==> config.mk <==
export PLATFORM = sky130hd
export DESIGN_NAME = pipe_adder_n
export DESIGN_NICKNAME = d
export VERILOG_FILES = /design/src/rtl/pipe_adder_n.sv
export SDC_FILE = /design/constraint.sdc
export NUM_CORES = 1
export LEC_CHECK = 0
export CORE_MARGIN = 5
export CORE_UTILIZATION = 40
export CTS_CLUSTER_DIAMETER = 80
export CTS_CLUSTER_SIZE = 20
export DETAILED_ROUTE_END_ITERATION = 8
export HOLD_SLACK_MARGIN = 0.08
export PLACE_DENSITY = 0.72
export SLEW_MARGIN = 25
export SYNTH_ARGS = -nofsm -noshare
export SYNTH_HDL_FRONTEND = slang
export SYNTH_SLANG_ARGS = --single-unit
export TNS_END_PERCENT = 5
==> constraint.sdc <==
create_clock -name clk -period 16.35 [get_ports clk]
set_input_delay 2.4525 -clock clk [delete_from_list [all_inputs] [get_ports clk]]
set_output_delay 2.4525 -clock clk [all_outputs]
set_load 0.005 [all_outputs]
==> src/rtl/pipe_adder_n.sv <==
// pipe_adder_n: WIDTH-bit ripple-carry adder resolving SEG bits per stage with the carry registered between stages.
// Latency: STAGES+1 cycles from operand sample to registered s/cout/ovf (STAGES = WIDTH/SEG); 1 op/cycle.
// Backpressure: none beyond hold, which freezes every register; define PIPE_ADDER_SUB_EN to enable subtract mode.
module pipe_adder_n #(
    parameter int WIDTH = 32,
    parameter int SEG   = 8
) (
    input  logic             clk,
    input  logic             rst,
    input  logic             hold,
    input  logic             in_valid,
    input  logic [WIDTH-1:0] a,
    input  logic [WIDTH-1:0] b,
    input  logic             cin,
    input  logic             sub,
    output logic             out_valid,
    output logic [WIDTH-1:0] s,
    output logic             cout,
    output logic             ovf
);

    localparam int STAGES = WIDTH / SEG;

    if ((SEG < 1) || ((WIDTH % SEG) != 0)) begin : g_bad_cfg
        $error("pipe_adder_n: WIDTH must be a non-zero multiple of SEG");
    end

    // Level k holds what stage k consumes; level 0 is the input register.
    // Operands ride along whole; only segment k is read at stage k, which
    // gives the input skew, and the partially built sum rides along to
    // give the output deskew.
    logic             v_q   [0:STAGES];
    logic             c_q   [0:STAGES];
    logic [WIDTH-1:0] a_q   [0:STAGES-1];
    logic [WIDTH-1:0] b_q   [0:STAGES-1];
    logic [WIDTH-1:0] sum_q [1:STAGES];
    logic             ovf_q;
`ifdef PIPE_ADDER_SUB_EN
    logic             sub_q [0:STAGES-1];
`else
    logic             unused_sub;
    assign unused_sub = sub;
`endif

    logic             out_valid_q;
    logic [WIDTH-1:0] s_q;
    logic             cout_q;
    logic             ovf_out_q;

    // Input stage: capture operands, valid and the stage-0 carry-in
    always_ff @(posedge clk) begin
        if (rst) begin
            v_q[0] <= 1'b0;
        end else if (!hold) begin
            v_q[0] <= in_valid;
            a_q[0] <= a;
            b_q[0] <= b;
`ifdef PIPE_ADDER_SUB_EN
            sub_q[0] <= sub;
            // Subtract is A + ~B + 1, so the external carry-in is replaced.
            c_q[0]   <= sub | cin;
`else
            c_q[0]   <= cin;
`endif
        end
    end

    for (genvar k = 0; k < STAGES; k++) begin : g_stage
        logic [SEG-1:0]   a_seg;
        logic [SEG-1:0]   b_seg;
        logic [SEG-1:0]   seg_sum;
        logic             seg_c;
        logic [WIDTH-1:0] sum_d;

        assign a_seg = a_q[k][k*SEG +: SEG];
`ifdef PIPE_ADDER_SUB_EN
        assign b_seg = b_q[k][k*SEG +: SEG] ^ {SEG{sub_q[k]}};
`else
        assign b_seg = b_q[k][k*SEG +: SEG];
`endif
        assign {seg_c, seg_sum} = {1'b0, a_seg} + {1'b0, b_seg} + {{SEG{1'b0}}, c_q[k]};

        if (k == 0) begin : g_first
            // Seed the sum word with the lowest segment
            always_comb begin
                sum_d          = '0;
                sum_d[SEG-1:0] = seg_sum;
            end
        end else begin : g_next
            // Insert this stage's segment into the sum carried from below
            always_comb begin
                sum_d                = sum_q[k];
                sum_d[k*SEG +: SEG]  = seg_sum;
            end
        end

        // Stage register: valid, carry out and accumulated sum
        always_ff @(posedge clk) begin
            if (rst) begin
                v_q[k+1] <= 1'b0;
            end else if (!hold) begin
                v_q[k+1]   <= v_q[k];
                c_q[k+1]   <= seg_c;
                sum_q[k+1] <= sum_d;
            end
        end

        if (k < STAGES - 1) begin : g_fwd
            // Carry the unconsumed operands (and mode) to the next stage
            always_ff @(posedge clk) begin
                if (!hold) begin
                    a_q[k+1] <= a_q[k];
                    b_q[k+1] <= b_q[k];
`ifdef PIPE_ADDER_SUB_EN
                    sub_q[k+1] <= sub_q[k];
`endif
                end
            end
        end else begin : g_last
            logic ovf_d;
            // Carry into the MSB is recovered as a ^ b ^ sum at that bit
            assign ovf_d = a_seg[SEG-1] ^ b_seg[SEG-1] ^ seg_sum[SEG-1] ^ seg_c;

            // Register overflow alongside the final carry
            always_ff @(posedge clk) begin
                if (!hold) begin
                    ovf_q <= ovf_d;
                end
            end
        end
    end

    // The last stage reads only its own segment; lower operand bits are dead
    // there and get pruned in synthesis.
    logic unused_tail;
    assign unused_tail = ^{a_q[STAGES-1], b_q[STAGES-1]};

    // Output register: pulse valid per result, keep last result otherwise
    always_ff @(posedge clk) begin
        if (rst) begin
            out_valid_q <= 1'b0;
            s_q         <= '0;
            cout_q      <= 1'b0;
            ovf_out_q   <= 1'b0;
        end else if (!hold) begin
            out_valid_q <= v_q[STAGES];
            if (v_q[STAGES]) begin
                s_q       <= sum_q[STAGES];
                cout_q    <= c_q[STAGES];
                ovf_out_q <= ovf_q;
            end
        end
    end

    assign out_valid = out_valid_q;
    assign s         = s_q;
    assign cout      = cout_q;
    assign ovf       = ovf_out_q;

endmodule
==> metrics.txt <==
Final Cycle Share 27.9%; MaxCap Viol Count 0; cell taking the most area after synthesis edfxtp_1; CP required around 16000 ps; DRT iter0 DRCs roughly 270; CTS Root Cell clkbuf_16; vias per cell 4.50; syn_area_per_cell 17.6 um2; die footprint 28400 um2; Hold Fails Final Rpt 0; initial antenna violation count 0; clock-pin slew on the worst setup and hold paths 80 ps; hold slack slightly above 400 ps; Initial Utilization 40.3%; overall routed net length 14.2 mm; syn_nets 679; non-filler cells, final 1033; Routed Antenna Nets 0; clk sink count 286; top area cells in the synthesized netlist edfxtp_1 (75%), dfxtp_1 (7.0%), ha_1 (3.5%), nand2_1 (2.7%), a21oi_1 (2.3%); Post-CTS Setup Bufs 0; clk_skew 11.0 ps; WL/cell 13.8 um; vias in the first global route 4579; Tmin final 4560 ps; Die Y-Extent 169 um; setup TNS 0 ps; M1 GR Usage 13.7%; FF+latch count, synth 286; combinational power share between 7 and 8%; worst skew pair latency 490 ps; final slew viol count 0; Core Util, Final between 40% and 50%; sequential share of power 60.9%; share of total power in the clock network 32.1%; area share of the largest cell type after synthesis between 70% and 80%; critical-path maximum fanout 85; CP Capture Type flop; met3 Track Usage GR 1.89%; CTS tree done; hold-fix buffer count after cts 0; worst r2r src b_q[0][0]$_DFFE_PP_; critical path type in -> reg; DRC Markers 0; clk buf depth 3; Worst slew margin 39.5%; overall die width 169 um; synth unique cells 37; Critical Path AT 4680 ps; H-tree levels 1; Ports 105; switching fraction of total power ~21%; Final GP Congestion ~0.73; Core ar. between 20000 and 25000 um2; first-pass iteration count of the detailed router 4; Sw Pwr 0.000290 W; HPWL Detailed between 9 and 10 mm; Resized Gates After CTS 0; layout cell share with drive strength beyond 1 5.69%; vias 4648; # setup viols final 0; Cell Pwr Density between 100 and 150 nW/um2; Startpoint Class primary input; synthesized area 10100 um2; first-pass GRT wire length 23.1 mm; GRT busiest layer met2; Std-Cell Rows 58; RSZ-0062 raised after global routing false; Syn Inst Count 573; nets 797; diodes inserted 0; Fmax 219 MHz; P&R area growth vs syn 19.9%; largest net degree at the start of global routing 86; IR drop worst, VDD 0.0964 mV; Finished Cell Area 12100 um2; Overflow after GRT 0; Leak 4.13 nW; TritonCTS Buffers 19; DP Cell Count 1000; Cell Int Power 0.00112 W; Worst Max-Slew Pin Slew ~910 ps; status finished clean; post-synthesis sequential area ratio between 80% and 90%; synth warn 0; Worst setup startpoint hold; DP Area 11500 um2; Hold Path Origin b_q[2][27]$_DFFE_PN_; GRT Util Overall 9.95%; grt met2 use 16.3%; input/output buffers 103; worst hold path class reg -> reg
[layer usage]
metal	up-vias	share of wire (%)
met5	-	0
met4	0	1.6
met3	18	4.8
met2	87	47
met1	2198	46
li1	2345	-
[logic make-up (layout without fill, tap and decap cells)]
| kind of cell | count (synthesis) | in the layout | synth area share, % |
|---|---|---|---|
| AO/OA/AOI/OAI | 93 | 93 | 5.79 |
| XOR/XNOR | 17 | 17 | 1.48 |
| adder cells (fa/ha/maj) | 36 | 36 | 5.07 |
| buffers and inverters | 29 | 159 | 1.14 |
| flip-flops | 286 | 286 | 81.8 |
| AND/OR/NAND/NOR | 112 | 112 | 4.71 |
[final cells by class]
| type | count | area (um2) |
|---|---|---|
| Clock inverter | 5 | 52.6 |
| Inverter | 18 | 70.1 |
| Sequential cell | 286 | 8240 |
| Timing Repair Buffer | 108 | 1070 |
| Multi-Input combinational cell | 258 | 1730 |
| Clock buffer | 28 | 509 |
| Tap cell | 330 | 413 |
| Fill cell | 2167 | 12900 |
[Yosys cell counts, drive strengths merged]
master and n:
clkbuf 6, nand4b 1, o211a 1, o22ai 2, o21a 6, a21o 8
a21oi 50, a21boi 2, o21bai 3, fa 8, or2 2, nor2 19
nor4 1, and2b 1, buf 5, nor3 2, nor2b 6, o2bb2ai 1
inv 18, a211oi 5, a211o 1, o22a 2, dfxtp 35, nand2 72
ha 28, nand2b 1, xor2 2, edfxtp 251, xnor2 15, o21ai 9
or3 2, and2 5, o31a 3
[worst max-delay path, stage by stage]
cell and delay [ps]:
clkdlybuf4s50_1 580, nor2_4 160, buf_4 680, buf_6 650
[power groups by stage]
| stage | sequential [W] | combinational [W] | clock, W |
|---|---|---|---|
| finish | 0.000857 | 0.0000993 | 0.000451 |
| global route | 0.000862 | 0.000111 | 0.000499 |
| CTS | 0.000858 | 0.000101 | 0.000473 |
| detailed placement | 0.000875 | 0.000101 | 0 |
| global placement | 0.000873 | 0.0000980 | 0 |
| floorplan | 0.000875 | 0.0000606 | 0 |
[through the flow]
stage,power [W],worst slack [ps]
after floorplan,0.000935,6720
after global placement,0.000971,11020
after detailed placement,0.000976,10960
after CTS,0.00143,11480
after global routing,0.00147,11640
final,0.00141,11790
[registers in the layout, indices dropped and copies added, names as in the netlist]
signal and flops:
c_q 5, sum_q 80, v_q 5, cout 1, s 32, out_valid 1
ovf 1, a_q 80, b_q 80, ovf_q 1
[final timing paths]
| kind | depth (start not counted) | end | slack (ps) |
|---|---|---|---|
| setup reg to reg | 7 | c_q[1]$_DFFE_PP_ | 13950 |
| hold reg to reg | 0 | b_q[3][27]$_DFFE_PN_ | 410 |
| hold / removal | 0 | b_q[3][27]$_DFFE_PN_ | 410 |
| setup / recovery | 4 | sum_q[4][25]$_DFFE_PP_ | 11790 |
[layout by cell type (no fill, tap or decap), drive strengths merged, types with 2 or more instances in the layout]
master         synthesis  routed
inv                   18      21
nor2b                  6       6
nand2                 72      72
or3                    2       2
o21bai                 3       3
and2                   5       5
edfxtp               251     251
ha                    28      28
o21ai                  9       9
or2                    2       2
xor2                   2       2
dfxtp                 35      35
clkbuf                 6      28
nor2                  19      19
clkdlybuf4s50          0     102
o31a                   3       3
buf                    5       6
xnor2                 15      15
o21a                   6       6
nor3                   2       2
a21boi                 2       2
a21oi                 50      50
o22a                   2       2
a21o                   8       8
a211oi                 5       5
o22ai                  2       2
fa                     8       8
No activity file was read; power rests on OpenSTA's default activity.
